## config.mk

```make
export PLATFORM = sky130hd
export DESIGN_NAME = tcm_port_arbiter
export DESIGN_NICKNAME = d
export VERILOG_FILES = /design/src/rtl/tcm_port_arbiter_pkg.sv /design/src/rtl/tcm_rr_arb2.sv /design/src/rtl/tcm_port_arbiter.sv
export SDC_FILE = /design/constraint.sdc
export NUM_CORES = 1
export LEC_CHECK = 0
export ABC_AREA = 1
export CORE_AREA = 5 5 173 175
export DETAILED_ROUTE_END_ITERATION = 16
export DIE_AREA = 0 0 178 180
export GPL_TIMING_DRIVEN = 0
export HOLD_SLACK_MARGIN = 0.08
export MAX_ROUTING_LAYER = met4
export SLEW_MARGIN = 20
export SYNTH_ARGS = -nofsm -noshare
export SYNTH_HDL_FRONTEND = slang
export SYNTH_SLANG_ARGS = --single-unit
```

## constraint.sdc

```tcl
create_clock -name clk_i -period 1.9 [get_ports clk_i]
set_input_delay 0.38 -clock clk_i [delete_from_list [all_inputs] [get_ports clk_i]]
set_output_delay 0.38 -clock clk_i [all_outputs]
set_load 0.02 [all_outputs]
```

## src/rtl/tcm_port_arbiter_pkg.sv

```systemverilog
// Shared widths and FSM state encoding for the TCM port arbiter.
package tcm_arb_pkg;
  localparam int TCM_ADDR_W = 14;
  localparam int TCM_DATA_W = 64;
  localparam int TCM_BE_W   = 8;

  typedef enum logic {
    CLEAR = 1'b0,
    ARB   = 1'b1
  } tcm_state_e;
endpackage

```

## src/rtl/tcm_rr_arb2.sv

```systemverilog
// Two-way round-robin grant: combinational grant in the request cycle, no backpressure.
// The pointer moves only when something is granted; reset leaves it favouring requester 0.
module tcm_rr_arb2 (
  input  logic       clk,
  input  logic       rst,
  input  logic [1:0] req,
  output logic [1:0] gnt
);
  // High when requester 1 won most recently, so requester 0 wins the next tie.
  logic last_b;

  always_comb begin
    gnt = req;
    if (req == 2'b11) gnt = last_b ? 2'b01 : 2'b10;
  end

  always_ff @(posedge clk or negedge rst) begin
    if (!rst)              last_b <= 1'b1;
    else if (gnt != 2'b00) last_b <= gnt[1];
  end
endmodule

```

## src/rtl/tcm_port_arbiter.sv

```systemverilog
// Single-port TCM arbiter for core (A) and loader (B) with a RAM clear sequencer.
// Grant is combinational; the response strobe and read data follow one cycle after the grant.
module tcm_port_arbiter
  import tcm_arb_pkg::*;
#(
  parameter int DEPTH        = 16384,
  parameter bit CLEAR_ON_RST = 1'b1
) (
  input  logic                  clk_i,
  input  logic                  rst_i,
  input  logic                  init_i,
  output logic                  busy_o,
  input  logic                  a_req_i,
  input  logic [TCM_ADDR_W-1:0] a_addr_i,
  input  logic [TCM_DATA_W-1:0] a_data_i,
  input  logic [TCM_BE_W-1:0]   a_wr_i,
  output logic                  a_ack_o,
  output logic                  a_resp_valid_o,
  output logic [TCM_DATA_W-1:0] a_data_o,
  input  logic                  b_req_i,
  input  logic [TCM_ADDR_W-1:0] b_addr_i,
  input  logic [TCM_DATA_W-1:0] b_data_i,
  input  logic [TCM_BE_W-1:0]   b_wr_i,
  output logic                  b_ack_o,
  output logic                  b_resp_valid_o,
  output logic [TCM_DATA_W-1:0] b_data_o,
  output logic [TCM_ADDR_W-1:0] mem_addr_o,
  output logic [TCM_DATA_W-1:0] mem_data_o,
  output logic [TCM_BE_W-1:0]   mem_wr_o,
  input  logic [TCM_DATA_W-1:0] mem_data_i
);
  localparam logic [TCM_ADDR_W-1:0] LAST_ADDR = TCM_ADDR_W'(DEPTH - 1);

  tcm_state_e            state, state_nxt;
  logic [TCM_ADDR_W-1:0] cnt, cnt_nxt;
  logic                  boot;
  logic [1:0]            req, gnt;

  // boot marks the first cycle after reset release: nothing is granted while the
  // FSM decides whether to start the automatic clear.
  assign req     = (state == ARB && !boot) ? {b_req_i, a_req_i} : 2'b00;
  assign a_ack_o = gnt[0];
  assign b_ack_o = gnt[1];
  assign busy_o  = (state == CLEAR);

  tcm_rr_arb2 u_rr (
    .clk (clk_i),
    .rst (rst_i),
    .req (req),
    .gnt (gnt)
  );

  always_ff @(posedge clk_i or negedge rst_i) begin
    if (!rst_i) state <= ARB;
    else        state <= state_nxt;
  end

  always_comb begin
    state_nxt  = state;
    cnt_nxt    = cnt;
    mem_addr_o = '0;
    mem_data_o = '0;
    mem_wr_o   = '0;
    case (state)
      CLEAR: begin
        mem_addr_o = cnt;
        mem_wr_o   = '1;
        if (cnt == LAST_ADDR) begin
          state_nxt = ARB;
          cnt_nxt   = '0;
        end else begin
          cnt_nxt = cnt + TCM_ADDR_W'(1);
        end
      end
      default: begin
        if (gnt[0]) begin
          mem_addr_o = a_addr_i;
          mem_data_o = a_data_i;
          mem_wr_o   = a_wr_i;
        end else if (gnt[1]) begin
          mem_addr_o = b_addr_i;
          mem_data_o = b_data_i;
          mem_wr_o   = b_wr_i;
        end
        if (boot ? CLEAR_ON_RST : init_i) state_nxt = CLEAR;
      end
    endcase
  end

  // Read data is captured in the grant cycle, so a write returns the pre-write word.
  always_ff @(posedge clk_i or negedge rst_i) begin
    if (!rst_i) begin
      boot           <= 1'b1;
      cnt            <= '0;
      a_resp_valid_o <= 1'b0;
      b_resp_valid_o <= 1'b0;
      a_data_o       <= '0;
      b_data_o       <= '0;
    end else begin
      boot           <= 1'b0;
      cnt            <= cnt_nxt;
      a_resp_valid_o <= gnt[0];
      b_resp_valid_o <= gnt[1];
      if (gnt[0]) a_data_o <= mem_data_i;
      if (gnt[1]) b_data_o <= mem_data_i;
    end
  end
endmodule

```

# --- After elaboration in Yosys (flattened, before gate mapping) ---
# Index checks and enable logic that the tools add are counted.
classes:
  n_addsub: 1
  n_eq_ne: 2
  mux: 17
  bitwise: 1
  n_reduce_logical: 3
ops:
  columns: ["op", "n"]
  rows:
  - ["$mux W64", 3]
  - ["$mux W14", 4]
  - ["$mux W8", 3]
  - ["$add A14 B1 Y14 const B", 1]
  - ["$eq A14 B14 Y1 const B", 1]
  - ["$mux W2", 3]
  - ["$mux W1", 4]
  - ["$eq A2 B2 Y1 const B", 1]
  - ["$reduce_bool A2 Y1", 1]
  - ["$logic_and A1 B1 Y1", 1]
  - ["$logic_not A1 Y1", 1]
  - ["$not A1 Y1", 1]
word_totals:
  reg_bits: 147
  in_bits: 241
  output_inout_bits: 219
  word_cells: 32

# --- Depth between registers and ports, before layout ---
depth:
  depth_word: 8
  depth_mapped: 8
  depth_no_buf: 8

# --- Cells and area by module ---
# From an unflattened synthesis, not the netlist that was laid out.
hier_totals:
  cells_unflattened: 817
  hier_area_um2: 7086.8
modules_own_cells:
  columns: ["mod", "n_inst", "cells_each", "area_each_um2", "seq_area_each_um2"]
  rows:
  - ["tcm_port_arbiter", 1, 806, 7021.7, 3656.0]
  - ["tcm_rr_arb2", 1, 11, 65.1, 26.3]

# --- Worst setup path before layout ---
# OpenSTA, ideal clock, no wires.
synth_path:
  path_type: "register to output"
  from: "register state"
  to: "output port mem_addr_o[10]"
  arrival_time_ns: 1.431
  required_time_ns: 1.520
  path_slack_ns: 0.089
  path_stages_with_launch: 9
  n_path_buf: 2
  path_cell_list: "dfstp_2 -> inv_2 -> nor2_2 -> nand3_1 -> inv_2 -> buf_4 -> buf_4 -> nand2_1 -> nand3_1"
synth_via:
  elab_cells_between_ends: 7
  classes_between: "eq/ne: 1; mux: 5; reduce/logical: 1"
synth_rtl:
  columns: ["item", "line_no", "source"]
  rows:
  - ["start: declaration", "tcm_port_arbiter.sv:34", "tcm_state_e state, state_nxt;"]
  - ["start signal: assignment", "tcm_port_arbiter.sv:55", "else state <= state_nxt;"]
  - ["$logic_and A1 B1 Y1 (*)", "tcm_port_arbiter.sv:41", "assign req = (state == ARB && !boot) ? {b_req_i, a_req_i} : 2'b00;"]
  - ["$mux W2 (*)", "tcm_port_arbiter.sv:41", null]
  - ["$eq A2 B2 Y1", "tcm_rr_arb2.sv:14", "if (req == 2'b11) gnt = last_b ? 2'b01 : 2'b10;"]
  - ["$mux W2 (*)", "tcm_rr_arb2.sv:14", null]
  - ["named net a_ack_o", "tcm_port_arbiter.sv:17", "output logic a_ack_o,"]
  - ["$mux W14 (*)", "tcm_port_arbiter.sv:76", "if (gnt[0]) begin"]
  - ["$mux W14 (*)", "tcm_port_arbiter.sv:64", "case (state)"]
  - ["end: declaration", "tcm_port_arbiter.sv:27", "output logic [TCM_ADDR_W-1:0] mem_addr_o,"]
# The timed path passes the listed nets; every way through them passes the cells marked *.

# --- Worst setup path after layout ---
layout_path:
  from: "register state"
  to: "output port mem_data_o[17]"
layout_via:
  elab_chain_cells: 7
layout_rtl:
  columns: ["item", "line_no", "source"]
  rows:
  - ["$logic_and A1 B1 Y1", "tcm_port_arbiter.sv:41", null]
  - ["$mux W2", "tcm_port_arbiter.sv:41", null]
  - ["$eq A2 B2 Y1", "tcm_rr_arb2.sv:14", null]
  - ["$mux W2", "tcm_rr_arb2.sv:14", null]
  - ["$mux W64", "tcm_port_arbiter.sv:80", "end else if (gnt[1]) begin"]
  - ["$mux W64", "tcm_port_arbiter.sv:76", null]
  - ["$mux W64 (*)", "tcm_port_arbiter.sv:64", null]
  - ["end: declaration", "tcm_port_arbiter.sv:28", "output logic [TCM_DATA_W-1:0] mem_data_o,"]
# Every way passes the cells marked *; elsewhere a longest branch is shown, timed or not.

==> results.md <==
* Main combinational cell family by area after synthesis: compound AO/OA/AOI/OAI gates
* Critical Path Source: state$_DFF_PN1_
* Mux cell area share after synthesis at 0%
* CTS H-tree depth at 4
* CTS root buffer: clkbuf_16
* Outcome: complete, but fails checks
* Longest Clk Path Bufs at 2
* Final Core Density at 47.3%
* Total Routing Usage GR at 21.8%
* Final Max Tran Viols at 0
* Worst Skew at 0.0114 ns
* CTS sink count at 147
* Top Family by Delay on Critical Path: buffers and inverters
* Worst slew pin tran at 0.528 ns
* Crit path buf inv count at 5
* Worst reg2reg path depth at 9
* Comb pwr share at 21.9%
* Die area at 0.0320 sq mm
* Total Nets Final at 1513
* Synth Area in Compound Gates at 18.7%
* Gate count of the mapped netlist at 759
* Crit-path max FO at 8
* Multi-input gate area at 0.00267 sq mm
* Fmax achieved at 427 MHz
* Net switching share of the total power at 27.7%
* Clk pwr share at 37.8%
* # rows at 62
* Worst path slowest cell: dfstp_2
* Seq. cell area at 0.00368 sq mm
* Syn Area/Cell at 8.75 sq um
* Power Internal at 6.33 mW
* Layout cell share with drive strength beyond 1 at 19.7%
* XOR/XNOR Fraction of Synth Area at 0.528%
* Yosys warnings at 0
* Flop2flop setup slack at 0.11 ns
* Starting Density at 23.4%
* Failing checks: setup timing
* I/O pin total at 460
* Fillers at 2732
* P_sw at 2.42 mW
* Cell variety after synth at 26
* PortBufs at 459
* RSZ-0062 raised after global routing: true
* Post-synthesis adder-cell area fraction at 0.189%
* Core footprint at 0.0283 sq mm
* CTS tree: built
* Vert. Die Dim at 180 microns
* DRT Pass-1 Iters at 5
* CP startpoint kind: register
* Critical path required time at 1.52 ns
* Post-Synth Simple-Gate Area at 16.5%
* Routability cong. at 0.851
* Post-route ant nets at 0
* Drt wl/cell at 21.7 microns
* Flop pwr share at 40.4%
* Largest net degree at the start of global routing at 88
* Pwr dens at 653 mW/mm^2
* Worst reg2reg path startpoint: state$_DFF_PN1_
* Rel. slew slack at 64.5%
* Finished Layout Cells at 1675
* Register bit total from synthesis at 147
* Worst R2R End: a_data_o[11]$_DFFE_PN0P_
* Initial antenna violation count at 8
* Skew-Pair Late Insertion Delay at 0.41 ns
* Register clock-pin slew on the reported worst setup and hold paths at 0.06 ns
* DRC Markers at 0
* HPWL after detailed placement at 28.1 mm
* Syn_nets at 1001
* Via density at 4.45
* Setup TNS at -35.30 ns
* Detailed-route via count at 7451
* HP Class: in2async
* Most common cell after layout, fill and taps aside: clkdlybuf4s50_1
* Crit path depth at 8
* Mapped cell area at 0.00664 sq mm
* Register area share after synthesis at 55.5%
* CP peak stage delay at 0.55 ns
* Crit path capture: mem_data_o[17]
* WP data arrival at 1.96 ns
* Initial drt markers at 322
* Peak VDD IR at 0.000537 V
* Vias in the first global route at 7780
* Critical Path, Cell by Cell: inv_4 -> nor2_4 -> nand3_4 -> clkinv_8 -> buf_12 -> clkbuf_16 -> a22o_1 -> buf_6
* Number of max-cap violations at 0
* Die width at 178 microns
* Critical path class: reg2out
* Crit path time final at 2.34 ns
* Total gr overflow at 0
* Final number of hold-violating endpoints at 0
* Dpl cells at 1603
* WL final at 36.3 mm
* Num CTS Buffers at 17
* Worst setup margin at -0.443 ns
* P&R area growth vs syn at 102%
* CP endpoint kind: output pin
* Global-route wire length before repair at 50.9 mm
* Setup Viol. Count Final at 88
* Period utilisation layout at 123%
* LEAKAGE at 6.17 nW
* Most frequent cells in the layout: 366 x clkdlybuf4s50_1, 194 x nand2_1, 144 x dfrtp_1
-- state kept, by name, indices dropped and copies added (netlist names) --
register / flops
b_data_o: 64
boot: 1
a_resp_valid_o: 1
state: 1
u_rr.last_b: 1
a_data_o: 64
b_resp_valid_o: 1
cnt: 14
-- Yosys cell counts --
library cell	instances	area [sq um]
nand2_1	214	803
dfrtp_1	144	3600
o21ai_1	118	591
inv_1	81	304
a22o_1	64	561
buf_2	32	160
nand3_1	32	160
nor2_1	17	63.8
o21ai_0	12	60.1
clkbuf_1	10	37.5
buf_4	6	45.0
nand4_1	5	31.3
nor3_1	4	20.0
dfstp_2	3	78.8
inv_2	3	11.3
xor2_1	3	26.3
a21oi_1	2	10.0
buf_6	1	11.3
conb_1	1	3.75
ha_1	1	12.5
nand3b_1	1	7.51
nor2_2	1	6.26
o211ai_1	1	7.51
o22ai_1	1	6.26
o31ai_1	1	7.51
xnor2_1	1	8.76
-- stage by stage --
| step | hold WS [ns] | power, mW | setup WS (ns) | area [sq um] |
|---|---|---|---|---|
| 6_report | 0.485 | 8.75 | -0.443 | 13400 |
| 3_5_place_dp | 0.353 | 5.42 | -1.24 | 11700 |
| 4_1_cts | 0.485 | 8.84 | -0.544 | 12800 |
| 3_3_place_gp | 0.467 | 5.40 | -5.77 | 11700 |
| 2_1_floorplan | 0.0844 | 4.20 | 0.0890 | 6640 |
| 5_1_grt | 0.488 | 9.15 | -0.559 | 13400 |
-- worst reg2reg max path, stage by stage (launching register included) --
cell and delay (ns):
dfstp_2 0.55, inv_4 0.05, nor2_4 0.14, nand3_4 0.13
buf_4 0.15, buf_4 0.13, buf_4 0.18, buf_2 0.20
nand2_1 0.07, o21ai_1 0.06
-- cell type report --
type | instances | area share [%]
antenna | 8 | 0.149
sequential | 147 | 27.5
clock inverter | 12 | 0.980
inverter | 84 | 2.56
clock buffer | 19 | 3.31
buffer | 48 | 3.26
multi-input combinational | 479 | 19.9
tap | 384 | 3.59
timing repair buffer | 494 | 38.8
-- timing repair --
item	4_1_cts	5_1_grt
hold buffers	1	0
setup endpoints to repair	91	130
cloned	2	10
resized for setup	599	116
endpoints found under the hold margin	57	0
buffers inserted	11	12
pin swaps	10	33
-- cell families (layout without fill, tap and decap cells) --
kind of cell / Yosys count / count (layout)
AND/OR/NAND/NOR: 274 / 274
AO/OA/AOI/OAI: 199 / 199
flip-flops: 147 / 147
buffers and inverters: 133 / 657
XOR/XNOR: 4 / 4
adder cells (fa/ha/maj): 1 / 1
other: 1 / 9
-- how the worst min path moves through the flow --
stage	from	end
5_1_grt	init_i	state$_DFF_PN1_
3_3_place_gp	b_data_o[6]$_DFFE_PN0N_	b_data_o[6]$_DFFE_PN0N_
6_report	rst_i	a_data_o[1]$_DFFE_PN0P_
4_1_cts	init_i	state$_DFF_PN1_
2_1_floorplan	rst_i	a_data_o[0]$_DFFE_PN0P_
3_5_place_dp	rst_i	a_data_o[1]$_DFFE_PN0P_
-- power groups by stage --
stage	clock network (mW)	registers [mW]	logic [mW]
floorplan	0	3.72	0.488
global placement	0	3.58	1.82
detailed placement	0	3.58	1.84
CTS	3.40	3.53	1.91
global route	3.53	3.56	2.06
finish	3.30	3.53	1.91
-- per-layer routing --
| layer | wire length, microns | share of wire (%) | vias to the layer above | GRT usage [%] |
|---|---|---|---|---|
| li1 | - | - | 3534 | - |
| met1 | 13100 | 36 | 3520 | 22.6 |
| met2 | 18300 | 50 | 328 | 36.4 |
| met3 | 3280 | 9.0 | 69 | 8.00 |
| met4 | 1700 | 4.7 | 0 | 10.9 |
| met5 | 0 | 0 | - | - |
Power figures use the tool's default switching activity.
